`src/rtl/clk_div_monitor_if.sv`:
```
// Signal bundle between a divided-clock source/consumer and clk_div_monitor.
// The master side drives the clock under test and expectations; the slave side is the monitor.
interface clk_div_monitor_if #(
    parameter int CNT_W = 8
);
    logic             en;
    logic             sig_in;
    logic [CNT_W-1:0] exp_high;
    logic [CNT_W-1:0] exp_low;
    logic             clr_err;
    logic [CNT_W-1:0] meas_high;
    logic [CNT_W-1:0] meas_low;
    logic             period_vld;
    logic             locked;
    logic             err;
    logic [CNT_W-1:0] err_count;
    logic             stuck;

    modport master (
        output en, sig_in, exp_high, exp_low, clr_err,
        input  meas_high, meas_low, period_vld, locked, err, err_count, stuck
    );

    modport slave (
        input  en, sig_in, exp_high, exp_low, clr_err,
        output meas_high, meas_low, period_vld, locked, err, err_count, stuck
    );
endinterface

```
`src/rtl/clk_div_monitor.sv`:
```
// Measures high/low widths of one divided clock in clk_in cycles and checks them against
// expected widths, reporting lock, sticky mismatch errors and stuck-signal timeouts.
module clk_div_monitor #(
    parameter int CNT_W   = 8,
    parameter int LOCK_N  = 4,
    parameter int TIMEOUT = 200
) (
    input  logic                 clk_in,
    input  logic                 rst,
    clk_div_monitor_if.slave     mon
);
    localparam int GoodW = $clog2(LOCK_N + 1);
    localparam logic [CNT_W-1:0] CntMax     = '1;
    localparam logic [CNT_W-1:0] CntOne     = CNT_W'(1);
    localparam logic [CNT_W-1:0] TimeoutVal = CNT_W'(TIMEOUT);
    localparam logic [GoodW-1:0] LockVal    = GoodW'(LOCK_N);
    localparam logic [GoodW-1:0] GoodOne    = GoodW'(1);

    typedef enum logic [1:0] {IDLE, SYNC, MEAS_HIGH, MEAS_LOW} state_t;

    state_t           state_q, state_d;
    logic             sig_q;
    logic [CNT_W-1:0] hCnt_q, hCnt_d;
    logic [CNT_W-1:0] lCnt_q, lCnt_d;
    logic [CNT_W-1:0] hLat_q, hLat_d;
    logic [GoodW-1:0] good_q, good_d;
    logic [CNT_W-1:0] measHigh_q, measHigh_d;
    logic [CNT_W-1:0] measLow_q, measLow_d;
    logic             periodVld_q, periodVld_d;
    logic             locked_q, locked_d;
    logic             err_q, err_d;
    logic [CNT_W-1:0] errCount_q, errCount_d;
    logic             stuck_q, stuck_d;
    logic             rise, fall, match;

    assign rise  = mon.sig_in & ~sig_q;
    assign fall  = ~mon.sig_in & sig_q;
    assign match = (hLat_q == mon.exp_high) && (lCnt_q == mon.exp_low);

    always_comb begin
        state_d     = state_q;
        hCnt_d      = hCnt_q;
        lCnt_d      = lCnt_q;
        hLat_d      = hLat_q;
        good_d      = good_q;
        measHigh_d  = measHigh_q;
        measLow_d   = measLow_q;
        periodVld_d = 1'b0;
        locked_d    = locked_q;
        err_d       = err_q;
        errCount_d  = errCount_q;
        stuck_d     = stuck_q;

        // Clear first so that a mismatch or timeout on the same edge overrides it.
        if (mon.clr_err) begin
            err_d      = 1'b0;
            errCount_d = '0;
            stuck_d    = 1'b0;
        end

        if (!mon.en) begin
            state_d  = IDLE;
            locked_d = 1'b0;
            good_d   = '0;
        end else begin
            case (state_q)
                IDLE: state_d = SYNC;
                SYNC: begin
                    if (rise) begin
                        hCnt_d  = CntOne;
                        state_d = MEAS_HIGH;
                    end
                end
                MEAS_HIGH: begin
                    if (fall) begin
                        hLat_d  = hCnt_q;
                        lCnt_d  = CntOne;
                        state_d = MEAS_LOW;
                    end else if (hCnt_q >= TimeoutVal) begin
                        stuck_d  = 1'b1;
                        locked_d = 1'b0;
                        good_d   = '0;
                        state_d  = SYNC;
                    end else if (hCnt_q != CntMax) begin
                        hCnt_d = hCnt_q + CntOne;
                    end
                end
                MEAS_LOW: begin
                    if (rise) begin
                        measHigh_d  = hLat_q;
                        measLow_d   = lCnt_q;
                        periodVld_d = 1'b1;
                        hCnt_d      = CntOne;
                        state_d     = MEAS_HIGH;
                        if (match) begin
                            if (good_q != LockVal) begin
                                good_d = good_q + GoodOne;
                            end
                            locked_d = locked_q | (good_d == LockVal);
                        end else begin
                            good_d   = '0;
                            locked_d = 1'b0;
                            err_d    = 1'b1;
                            if (errCount_d != CntMax) begin
                                errCount_d = errCount_d + CntOne;
                            end
                        end
                    end else if (lCnt_q >= TimeoutVal) begin
                        stuck_d  = 1'b1;
                        locked_d = 1'b0;
                        good_d   = '0;
                        state_d  = SYNC;
                    end else if (lCnt_q != CntMax) begin
                        lCnt_d = lCnt_q + CntOne;
                    end
                end
                default: state_d = IDLE;
            endcase
        end
    end

    always_ff @(posedge clk_in) begin
        if (rst) begin
            state_q     <= IDLE;
            sig_q       <= 1'b0;
            hCnt_q      <= '0;
            lCnt_q      <= '0;
            hLat_q      <= '0;
            good_q      <= '0;
            measHigh_q  <= '0;
            measLow_q   <= '0;
            periodVld_q <= 1'b0;
            locked_q    <= 1'b0;
            err_q       <= 1'b0;
            errCount_q  <= '0;
            stuck_q     <= 1'b0;
        end else begin
            state_q     <= state_d;
            sig_q       <= mon.sig_in;
            hCnt_q      <= hCnt_d;
            lCnt_q      <= lCnt_d;
            hLat_q      <= hLat_d;
            good_q      <= good_d;
            measHigh_q  <= measHigh_d;
            measLow_q   <= measLow_d;
            periodVld_q <= periodVld_d;
            locked_q    <= locked_d;
            err_q       <= err_d;
            errCount_q  <= errCount_d;
            stuck_q     <= stuck_d;
        end
    end

    assign mon.meas_high  = measHigh_q;
    assign mon.meas_low   = measLow_q;
    assign mon.period_vld = periodVld_q;
    assign mon.locked     = locked_q;
    assign mon.err        = err_q;
    assign mon.err_count  = errCount_q;
    assign mon.stuck      = stuck_q;
endmodule

```
`src/flat_wrapper.sv`:
```
// flat-port wrapper written by rule: the top's interface ports become plain ports
module clk_div_monitor_flat 
#(
    parameter int CNT_W   = 8,
    parameter int LOCK_N  = 4,
    parameter int TIMEOUT = 200
)
  (clk_in, rst, mon_en, mon_sig_in, mon_exp_high, mon_exp_low, mon_clr_err, mon_meas_high, mon_meas_low, mon_period_vld, mon_locked, mon_err, mon_err_count, mon_stuck);
  clk_div_monitor_if #(.CNT_W(CNT_W)) mon_i ();
  input  logic clk_in;
  input  logic rst;
  input wire logic [$bits(mon_i.en)-1:0] mon_en;
  input wire logic [$bits(mon_i.sig_in)-1:0] mon_sig_in;
  input wire logic [$bits(mon_i.exp_high)-1:0] mon_exp_high;
  input wire logic [$bits(mon_i.exp_low)-1:0] mon_exp_low;
  input wire logic [$bits(mon_i.clr_err)-1:0] mon_clr_err;
  output wire logic [$bits(mon_i.meas_high)-1:0] mon_meas_high;
  output wire logic [$bits(mon_i.meas_low)-1:0] mon_meas_low;
  output wire logic [$bits(mon_i.period_vld)-1:0] mon_period_vld;
  output wire logic [$bits(mon_i.locked)-1:0] mon_locked;
  output wire logic [$bits(mon_i.err)-1:0] mon_err;
  output wire logic [$bits(mon_i.err_count)-1:0] mon_err_count;
  output wire logic [$bits(mon_i.stuck)-1:0] mon_stuck;
  assign mon_i.en = mon_en;
  assign mon_i.sig_in = mon_sig_in;
  assign mon_i.exp_high = mon_exp_high;
  assign mon_i.exp_low = mon_exp_low;
  assign mon_i.clr_err = mon_clr_err;
  assign mon_meas_high = mon_i.meas_high;
  assign mon_meas_low = mon_i.meas_low;
  assign mon_period_vld = mon_i.period_vld;
  assign mon_locked = mon_i.locked;
  assign mon_err = mon_i.err;
  assign mon_err_count = mon_i.err_count;
  assign mon_stuck = mon_i.stuck;
  clk_div_monitor #(.CNT_W(CNT_W), .LOCK_N(LOCK_N), .TIMEOUT(TIMEOUT)) u_core (.clk_in(clk_in), .rst(rst), .mon(mon_i));
endmodule
```
`config.mk`:
```
export PLATFORM = sky130hd
export DESIGN_NAME = clk_div_monitor_flat
export DESIGN_NICKNAME = d
export VERILOG_FILES = /design/src/rtl/clk_div_monitor_if.sv /design/src/rtl/clk_div_monitor.sv /design/src/flat_wrapper.sv
export SDC_FILE = /design/constraint.sdc
export NUM_CORES = 1
export LEC_CHECK = 0
export CORE_MARGIN = 3
export CORE_UTILIZATION = 53
export CTS_CLUSTER_DIAMETER = 50
export DETAILED_ROUTE_END_ITERATION = 8
export PLACE_DENSITY = 0.91
export RECOVER_POWER = 25
export SYNTH_ARGS = -nofsm -noshare
export SYNTH_HDL_FRONTEND = slang
export SYNTH_SLANG_ARGS = --single-unit
```
`constraint.sdc`:
```
create_clock -name clk_in -period 2.26 [get_ports clk_in]
set_clock_uncertainty 0.1 [all_clocks]
set_input_delay 0.226 -clock clk_in [delete_from_list [all_inputs] [get_ports clk_in]]
set_output_delay 0.226 -clock clk_in [all_outputs]
set_load 0.05 [all_outputs]
```
Word level (Yosys, flattened, before mapping) --
Index checks and enable logic that the tools add are counted.
Storage, ports and cells: latch bits 0, word-level logic and storage cells 113, ROM bits 0, bits in writable memories 0, memories 0, register bits after elaboration 58
Cells by class: equality and inequality tests 22, $add $sub $neg 4, bitwise gates (word level) 7, mux-type cells 52, divide/modulo/power cells 0, multipliers 0, $lt $le $gt $ge 2, reduce and logical (&&, ||, !) cells 13, shift-type cells 0
Operators by type and width (number):
- $mux W8 | 14
- $pmux W8 S2 | 2
- $mux W3 | 10
- $add A8 B1 Y8 const B | 3
- $ne A8 B8 Y1 const B | 3
- $mux W1 | 17
- $eq A8 B8 Y1 | 2
- $ge A8 B8 Y1 const B | 2
- $ne A2 B1 Y1 const B | 6
- $reduce_and A6 Y1 | 2
- $mux W2 | 5
- $reduce_and A3 Y1 | 3
- $ne A2 B2 Y1 const B | 4
- $pmux W2 S4 | 1
- $ne A3 B1 Y1 const B | 2
- $pmux W3 S2 | 1
- $eq A2 B2 Y1 const B | 2
- $not A1 Y1 | 4
- $pmux W1 S2 | 2
- $reduce_and A4 Y1 | 1
- $reduce_bool A2 Y1 | 2
- $reduce_or A2 Y1 | 2
- $add A3 B1 Y3 const B | 1
- $eq A3 B3 Y1 const B | 1
- 7 further kinds | 8

Logic depth before layout (Yosys ltp) --
Gate-level depths: netlist of run 1.
depth in word-level cells 11, gate-level depth with buffers 7

Worst setup path after synthesis of run 1 --
No wires, ideal clock.
path kind register -> register, start point reg u_core.lCnt_q[1], end point reg u_core.err_q (netlist: u_core.mon.err), stages on the path, launching flop included 8, setup time 0.115 ns, arrival 1.761 ns, slack 0.284 ns, cell sequence dfxtp_1 > clkbuf_1 > xnor2_1 > nand4_1 > nor4_2 > buf_2 > o22ai_1 > and2_1
Between the ends: cells in the longest elaborated chain, start to end 6
Ends and longest elaborated chain:
- from (decl) | line clk_div_monitor.sv:24 | logic [CNT_W-1:0] lCnt_q, lCnt_d;
- from (signal assigned) | line clk_div_monitor.sv:141 | lCnt_q <= lCnt_d;
- $eq A8 B8 Y1 | line clk_div_monitor.sv:38 | assign match = (hLat_q == mon.exp_high) && (lCnt_q == mon.exp_low);
- $logic_and A1 B1 Y1 | line clk_div_monitor.sv:38
- $mux W1 | line clk_div_monitor.sv:95 | if (match) begin
- $mux W1 | line clk_div_monitor.sv:89 | if (rise) begin
- $mux W1 | line clk_div_monitor.sv:66 | case (state_q)
- $mux W1 | line clk_div_monitor.sv:61 | if (!mon.en) begin
- to (signal assigned) | line clk_div_monitor.sv:148 | err_q <= err_d;
- to (decl) | line clk_div_monitor.sv:31 | logic err_q, err_d;
Every way passes these cells. A chain may end at the register's enable or synchronous reset.

Worst setup path after layout of run 1 --
start point reg u_core.state_q[0], end point reg u_core.errCount_q[4] (netlist: u_core.mon.err_count[4])
Between the ends: cells in the longest elaborated chain, start to end 3
Ends and longest elaborated chain:
- from (decl) | line clk_div_monitor.sv:21 | state_t state_q, state_d;
- from (signal assigned) | line clk_div_monitor.sv:138 | state_q <= state_d;
- $eq A2 B2 Y1 | line clk_div_monitor.sv:66
- $mux W8 | line clk_div_monitor.sv:66
- $mux W8 | line clk_div_monitor.sv:61
- to (signal assigned) | line clk_div_monitor.sv:149 | errCount_q <= errCount_d;
- to (decl) | line clk_div_monitor.sv:32 | logic [CNT_W-1:0] errCount_q, errCount_d;
Every way passes these cells.

==> impl_metrics.toml, run 1 <==
[run_status]
run_status = "complete, no violations"

[timing]
setup_tns_ps = 0
setup_violations = 0
rsz0062_at_grt = "false"
slew_viol_final = 0
tightest_slew_ps = 791
slew_headroom_pct = 47.2
fin_crit_sh_pct = 91.1
hold_viol = 0
fmax_ghz = 0.486
fin_crit_ps = 2060

[drt]
wl_per_cell_microns = 16.2
drt_pre_antenna_iters = 4
drc = 0
postRouteAntennaNets = 0
vias = 2637
drt_iter0_markers = 210
viasPerCell = 5.70
routed_wirelength_microns = 7500

[synth]
async_flop_share_pct = 0
syn_inst = 337
synth_edf_count = 0
synthesis.nets = 365
yosysTopAreaCellShare_pct = 41.1
ys_ff_latch = 58
yosysTopAreaCell = "dfxtp_1"
synth_cell_types = 49
netlist_top_cells_count = "58 x dfxtp_1, 42 x nand2_1, 33 x nor2_1"
synthFlopType = "dfxtp_1"
synth.area.top_cells = "dfxtp_1 41%, xnor2_1 6.8%, a21oi_1 5.7%"
ys_warn_count = 0
syn_area_sq_um = 2830
synth.most_common_cell = "dfxtp_1"
synth_seq_area_share_pct = 41.1
syn_avg_cell_area_sq_um = 8.39

[cells_and_area]
diodes = 0
syn_to_final_growth_pct = 28.2
drive_gt1_share_pct = 8.08
final_core_util_pct = 73.3
nFillCells = 360
nets = 419
seqCellArea_sq_um = 1160
multi_input_area_sq_um = 1530

[die]
ios = 49
die-area_sq_um = 6240
die-width_microns = 79.0
initial_utilization_pct = 57.2
num_rows = 25
core_area_sq_um = 4940
fp.dieH_microns = 79.0

[global_routing]
grt_pass1_vias = 2640
grt_use_total_pct = 25.2
antenna_found_initial = 0
grt-ovfl-total = 0
grt_max_degree = 38
grt_pass1_wl_microns = 12400

[clocking]
clkSlewWorstSetupHoldPaths_ps = 60
postCtsResizedCells = 0
cts_hold_buf = 0
worstSkewPairLatency_ps = 330
cts.sinks = 58
clk_path_buf_depth = 2
cts_root_buf = "clkbuf_8"
cts_tree = "built"
cts_setup_buffers = 0
numCtsBuffers = 9
h-tree-depth = 3

[place]
io_buffers = 48
gp_congestion = 0.848
dp_hpwl_microns = 5220

[flow_run]
max_cap_viol_count = 0

[setup_path]
slowest_stage = "dfxtp_1"
crit_family = "simple AND/OR/NAND/NOR gates"
crit_type = "register to register"
crit_buf_inv = 1
critical-path-max-stage-delay_ps = 520
crit_arrival_ps = 2210
required_ps = 2410
crit_path_start_kind = "register"
path_max_fanout = 11
critPathCaptureType = "register"
worstPathCellList = "and2_1 -> and3_1 -> buf_4 -> nand4_1 -> or3_1 -> a21oi_1"

[power]
leakage_nw = 1.31
max-vdd-ir-drop_uv = 384
pwr_density_cell_nw_per_um2 = 605

[hold_path]
min_path_type = "register to register"
==> metrics by stage <==
stage / hold WS [ps] / power (mW) / setup WS, ps / instances / area, sq um
floorplan: 254 / 1.10 / 284 / 337 / 2830
global placement: 342 / 1.16 / 161 / 447 / 3430
detailed placement: 347 / 1.16 / 74.6 / 447 / 3430
CTS: 356 / 2.21 / 206 / 463 / 3650
global route: 380 / 2.26 / 21.4 / 463 / 3620
finish: 355 / 2.19 / 201 / 463 / 3620
==> report_power, final <==
part           internal, mW  leakage [nW]  switching, mW
clock                 0.647         0.109          0.407
sequential             1.03         0.468        0.00512
combinational        0.0543         0.730         0.0544
total                  1.73          1.31          0.466
==> worst min-delay path, delay by kind of cell (launching register included) <==
kind | cells | cell delay (ps)
AO/OA/AOI/OAI | 1 | 50
flip-flops | 1 | 310
AND/OR/NAND/NOR | 1 | 50
==> cell type report <==
class | count | share of cell area [%]
Sequential cell | 58 | 32.0
Clock buffer | 11 | 3.90
Tap cell | 67 | 2.31
Timing Repair Buffer | 62 | 16.1
Inverter | 13 | 1.35
Clock inverter | 5 | 2.14
Multi-Input combinational cell | 247 | 42.1
==> metal layers <==
layer	GRT usage (%)	vias to the layer above	wire [microns]
met1	29.5	1253	3170
met4	9.45	0	114
met5	0	-	0
met2	44.9	90	3750
li1	-	1280	-
met3	5.33	14	468
==> state kept, by name, summed over array words and instances (netlist names), 2 cells and up <==
| name | flops |
|---|---|
| u_core.good_q | 3 |
| u_core.mon.meas_high | 8 |
| u_core.hLat_q | 8 |
| u_core.hCnt_q | 8 |
| u_core.mon.err_count | 8 |
| u_core.mon.meas_low | 8 |
| u_core.lCnt_q | 8 |
| u_core.state_q | 2 |
==> cell usage in the layout (no fill, tap or decap), types with 4 or more instances in the layout <==
master / netlist / layout
ha_1: 7 / 7
a21oi_1: 32 / 32
buf_4: 0 / 9
inv_1: 13 / 13
and3_1: 4 / 4
xnor2_1: 22 / 22
nor2_1: 33 / 33
nor2b_1: 8 / 8
mux2i_1: 8 / 8
xor2_1: 4 / 4
and2_1: 4 / 4
nand4_1: 16 / 16
o21ai_0: 7 / 7
nand2_1: 42 / 42
clkbuf_1: 12 / 4
clkbuf_8: 0 / 10
or3_1: 6 / 6
nand3_1: 13 / 13
clkdlybuf4s50_1: 0 / 48
nor3_1: 6 / 6
dfxtp_1: 58 / 58
==> cell families after synthesis <==
group           share of synthesized area, %
simple gates                            26.4
compound gates                          14.0
xor+xnor                                8.06
mux                                     2.83
fa+ha+maj                               3.10
flops                                   41.1
buf+inv                                 4.52
==> final timing paths <==
| check | from | endpoint | slack, ps | depth (start not counted) |
|---|---|---|---|---|
| max | u_core.state_q[0]$_SDFFE_PP0P_ | u_core.mon.err_count[4]$_SDFF_PP0_ | 200 | 6 |
| min | u_core.mon.meas_high[0]$_SDFFE_PP0P_ | u_core.mon.meas_high[0]$_SDFFE_PP0P_ | 350 | 2 |
| max reg2reg | u_core.state_q[0]$_SDFFE_PP0P_ | u_core.mon.err_count[4]$_SDFF_PP0_ | 200 | 6 |
| min reg2reg | u_core.mon.meas_high[0]$_SDFFE_PP0P_ | u_core.mon.meas_high[0]$_SDFFE_PP0P_ | 350 | 2 |
(Power assumes the default switching activity.)
==> inputs of run 2 (changes only) <==
- CORE_UTILIZATION: 53 -> 51
- PLACE_DENSITY: 0.91 -> 0.88
==> impl_metrics.toml, run 2 (synthesis gave the netlist of run 1 again) <==
[timing]
slew_headroom_pct = 49.8
fin_crit_sh_pct = 91.1
slew_viol_final = 0
hold_viol = 0
rsz0062_at_grt = "false"
fin_crit_ps = 2060
fmax_ghz = 0.486
whs_ps = 354
setup_violations = 0
setup_tns_ps = 0
tightest_slew_ps = 754

[flow_run]
max_cap_viol_count = 0

[global_routing]
grt_use_total_pct = 24.1
grt_pass1_vias = 2573
antenna_found_initial = 0
grt-ovfl-total = 0
grt_pass1_wl_microns = 12000
grt_max_degree = 38

[drt]
drc = 0
wl_per_cell_microns = 15.2
drt_pre_antenna_iters = 4
routed_wirelength_microns = 7110
viasPerCell = 5.57
postRouteAntennaNets = 0
drt_iter0_markers = 180
vias = 2614

[cells_and_area]
final_cells = 469
drive_gt1_share_pct = 9.27
final_core_util_pct = 69.5
layout_common_cells = "58 x dfxtp_1, 42 x nand2_1, 40 x clkdlybuf4s50_1"
layout_commonest_cell = "dfxtp_1"
nets = 422
syn_to_final_growth_pct = 28.7
fin_area_sq_um = 3640
diodes = 0

[setup_path]
worstPathCellList = "and2_0 -> and3_1 -> buf_4 -> nand4_1 -> or3_1 -> a21oi_1"
critPathCaptureType = "register"
crit_type = "register to register"
crit_arrival_ps = 2220
r2r_start = "u_core.state_q[0]$_SDFFE_PP0P_"
crit_path_end = "u_core.mon.err_count[5]$_SDFF_PP0_"
path_depth = 6
r2r_slack_ps = 200
slowest_stage = "dfxtp_1"
path_max_fanout = 8
crit_buf_inv = 1
reg2reg_depth = 6
critical-path-max-stage-delay_ps = 520
startpoint = "u_core.state_q[0]$_SDFFE_PP0P_"
crit_family = "simple AND/OR/NAND/NOR gates"
crit_path_start_kind = "register"
worstReg2RegEnd = "u_core.mon.err_count[5]$_SDFF_PP0_"
required_ps = 2420

[clocking]
clk_path_buf_depth = 2
cts.sinks = 58
cts_setup_buffers = 0
worstSkewPairLatency_ps = 340
numCtsBuffers = 9
cts_hold_buf = 0
clkSlewWorstSetupHoldPaths_ps = 70
postCtsResizedCells = 0
cts_root_buf = "clkbuf_8"
cts_tree = "built"
h-tree-depth = 3

[die]
initial_utilization_pct = 54.0
ios = 49
die-area_sq_um = 6470
num_rows = 26
core_area_sq_um = 5240
die-width_microns = 80.4
fp.dieH_microns = 80.4

[run_status]
run_status = "complete, no violations"

[place]
dp_hpwl_microns = 4970
dp.cells = 453
gp_congestion = 0.875
placed_area_sq_um = 3440
io_buffers = 48

[power]
leakage_nw = 1.33
pwr_density_cell_nw_per_um2 = 583
max-vdd-ir-drop_uv = 400

[hold_path]
min_path_type = "register to register"
holdPathStages = 2
run 2: how the worst min path moves through the flow:
stage / startpoint / slack (ps) / endpoint
floorplan: mon_sig_in / 250 / u_core.sig_q$_SDFF_PP0_
global placement: u_core.mon.meas_high[1]$_SDFFE_PP0P_ / 340 / u_core.mon.meas_high[1]$_SDFFE_PP0P_
detailed placement: u_core.mon.meas_high[1]$_SDFFE_PP0P_ / 350 / u_core.mon.meas_high[1]$_SDFFE_PP0P_
CTS: u_core.mon.meas_high[1]$_SDFFE_PP0P_ / 360 / u_core.mon.meas_high[1]$_SDFFE_PP0P_
global route: u_core.mon.meas_low[3]$_SDFFE_PP0P_ / 380 / u_core.mon.meas_low[3]$_SDFFE_PP0P_
finish: u_core.mon.meas_low[3]$_SDFFE_PP0P_ / 350 / u_core.mon.meas_low[3]$_SDFFE_PP0P_
run 2: area by class of cell:
| class | instances | area, sq um |
|---|---|---|
| fill | 407 | 1600 |
| multi-input combinational | 247 | 1540 |
| sequential | 58 | 1160 |
| timing repair buffer | 65 | 598 |
| clock buffer | 12 | 155 |
| tap | 70 | 87.6 |
| clock inverter | 4 | 50.0 |
| inverter | 13 | 48.8 |
run 2: layer usage:
metal / vias up / share of wire [%] / GRT usage [%]
met5: - / 0 / 0
met4: 0 / 2.3 / 12.7
met3: 13 / 6.4 / 4.26
met2: 83 / 48 / 40.5
met1: 1226 / 43 / 29.1
li1: 1292 / - / -
run 2: power by group:
group	leakage [nW]	total, mW	internal, mW	switching [mW]
Clock	0.0986	0.982	0.567	0.415
Combinational	0.769	0.108	0.0543	0.0536
Sequential	0.468	1.03	1.03	0.00487
run 2: per-stage QoR:
step | setup slack, ps | power (mW)
after global routing | 64.1 | 2.19
final | 202 | 2.12
after detailed placement | 77.8 | 1.16
after floorplan | 284 | 1.10
after global placement | 191 | 1.16
after CTS | 231 | 2.13
run 2: tightest hold or removal path: stages, from the launching register on:
cell,delay (ps)
dfxtp_1,310
nand2_1,50
a21oi_1,50
==> inputs of run 3 (changes only) <==
- clock period: 2.26 -> 2.67 ns (I/O delays scaled with it)
==> impl_metrics.toml, run 3 (synthesis gave the netlist of run 1 again) <==
[timing]
rsz0062_at_grt = "false"
setup_tns_ps = 0
timing.final.ws_setup_ps = 334
hold_viol = 0
fin_crit_ps = 2340
slew_headroom_pct = 51.8
slew_viol_final = 0
fin_crit_sh_pct = 87.5
fmax_ghz = 0.428
tightest_slew_ps = 713
setup_violations = 0

[global_routing]
antenna_found_initial = 0
grt_pass1_wl_microns = 10900
grt_pass1_vias = 2330
grt_max_degree = 38
grt_use_total_pct = 21.8
grt-ovfl-total = 0

[setup_path]
path_max_fanout = 6
reg2reg_depth = 6
crit_type = "register to register"
worstPathCellList = "o311a_4 -> o41ai_1 -> clkbuf_1 -> nand3_1 -> xor2_1 -> nor2_1"
crit_arrival_ps = 2470
slowest_stage = "o41ai_1"
required_ps = 2800
critPathCaptureType = "register"
r2r_start = "u_core.hCnt_q[3]$_SDFFE_PP0P_"
worstReg2RegEnd = "u_core.hCnt_q[4]$_SDFFE_PP0P_"
crit_path_start_kind = "register"
r2r_slack_ps = 330
critical-path-max-stage-delay_ps = 660

[drt]
routed_wirelength_microns = 6640
drc = 0
viasPerCell = 5.52
drt_pre_antenna_iters = 4
drt_iter0_markers = 220
vias = 2539
wl_per_cell_microns = 14.4
postRouteAntennaNets = 0

[hold_path]
min_path_type = "register to register"
hold_path_startpoint = "u_core.mon.meas_low[2]$_SDFFE_PP0P_"
holdPathStages = 2
hold_end = "u_core.mon.meas_low[2]$_SDFFE_PP0P_"

[die]
core_area_sq_um = 5240
ios = 49
initial_utilization_pct = 54.0
num_rows = 26
die-area_sq_um = 6470
die-width_microns = 80.4
fp.dieH_microns = 80.4

[power]
pwr_density_cell_nw_per_um2 = 504
combPwrFrac_pct = 4.8
p_seq_share_pct = 48.8
p_int_mw = 1.39
p_sw_share_pct = 22.2
clkPwrFrac_pct = 46.4
leakage_nw = 1.27
max-vdd-ir-drop_uv = 340
p_sw_mw = 0.397

[cells_and_area]
drive_gt1_share_pct = 6.67
syn_to_final_growth_pct = 25.6
diodes = 0
layout_commonest_cell = "dfxtp_1"
nFillCells = 416
nets = 413
layout_common_cells = "58 x dfxtp_1, 42 x nand2_1, 41 x clkdlybuf4s50_1"

[run_status]
run_status = "complete, no violations"

[place]
place_ws_ps = 219
dp_hpwl_microns = 4700
gp_congestion = 0.834
io_buffers = 48

[clocking]
clk_path_buf_depth = 2
worstSkewPairLatency_ps = 340
cts_root_buf = "clkbuf_8"
cts_hold_buf = 0
numCtsBuffers = 9
cts_tree = "built"
clkSlewWorstSetupHoldPaths_ps = 70
h-tree-depth = 3
postCtsResizedCells = 0
cts_setup_buffers = 0
cts.sinks = 58

[flow_run]
max_cap_viol_count = 0
-- run 3: layout make-up --
type	count	area, sq um	area share (%)
inverters	13	48.8	1.37
clock buffers	12	155	4.37
multi-input cells	247	1510	42.7
well taps	70	87.6	2.47
clock inverters	4	50.0	1.41
repair buffers	56	533	15.0
flip-flops and latches	58	1160	32.7
-- run 3: worst max-delay path: cells and delay by family, from the launching register on --
family                 cells  cell delay, ps
AO/OA/AOI/OAI              2            1080
XOR/XNOR                   1             150
flip-flops                 1             370
AND/OR/NAND/NOR            2             200
buffers and inverters      1             320
-- run 3: worst max path at each step --
stage | slack [ps] | to | startpoint | cells after the start
after floorplan | 690 | u_core.mon.err$_SDFF_PP0_ | u_core.lCnt_q[1]$_SDFFE_PP0P_ | 7
after global placement | 340 | u_core.lCnt_q[5]$_SDFFE_PP0P_ | mon_sig_in | 6
after detailed placement | 220 | u_core.lCnt_q[6]$_SDFFE_PP0P_ | mon_sig_in | 6
after CTS | 480 | u_core.lCnt_q[6]$_SDFFE_PP0P_ | mon_sig_in | 6
after global routing | 290 | u_core.hCnt_q[3]$_SDFFE_PP0P_ | u_core.hCnt_q[3]$_SDFFE_PP0P_ | 6
final | 330 | u_core.hCnt_q[4]$_SDFFE_PP0P_ | u_core.hCnt_q[3]$_SDFFE_PP0P_ | 6
-- run 3: power by group through the flow --
| stage | sequential, mW | combinational [mW] | clock, mW |
|---|---|---|---|
| 6_report | 0.872 | 0.0867 | 0.830 |
| 2_1_floorplan | 0.890 | 0.0431 | 0 |
| 3_5_place_dp | 0.891 | 0.0888 | 0 |
| 4_1_cts | 0.872 | 0.0898 | 0.835 |
| 5_1_grt | 0.871 | 0.0935 | 0.869 |
| 3_3_place_gp | 0.891 | 0.0878 | 0 |
-- run 3: per-stage QoR --
stage	instance area, sq um	cells	hold WS, ps	total power, mW	utilization [%]
6_report	3550	460	351	1.79	67.8
5_1_grt	3550	460	375	1.83	67.8
4_1_cts	3580	460	355	1.80	68.4
3_5_place_dp	3380	444	346	0.980	64.5
3_3_place_gp	3380	444	342	0.979	64.5
2_1_floorplan	2830	337	295	0.934	-
-- run 3: layer usage --
metal	vias up	track usage [%]	share of wire (%)
li1	1264	-	-
met1	1181	26.5	43
met2	79	36.1	48
met3	15	4.04	6.2
met4	0	12.0	2.6
met5	-	0	0
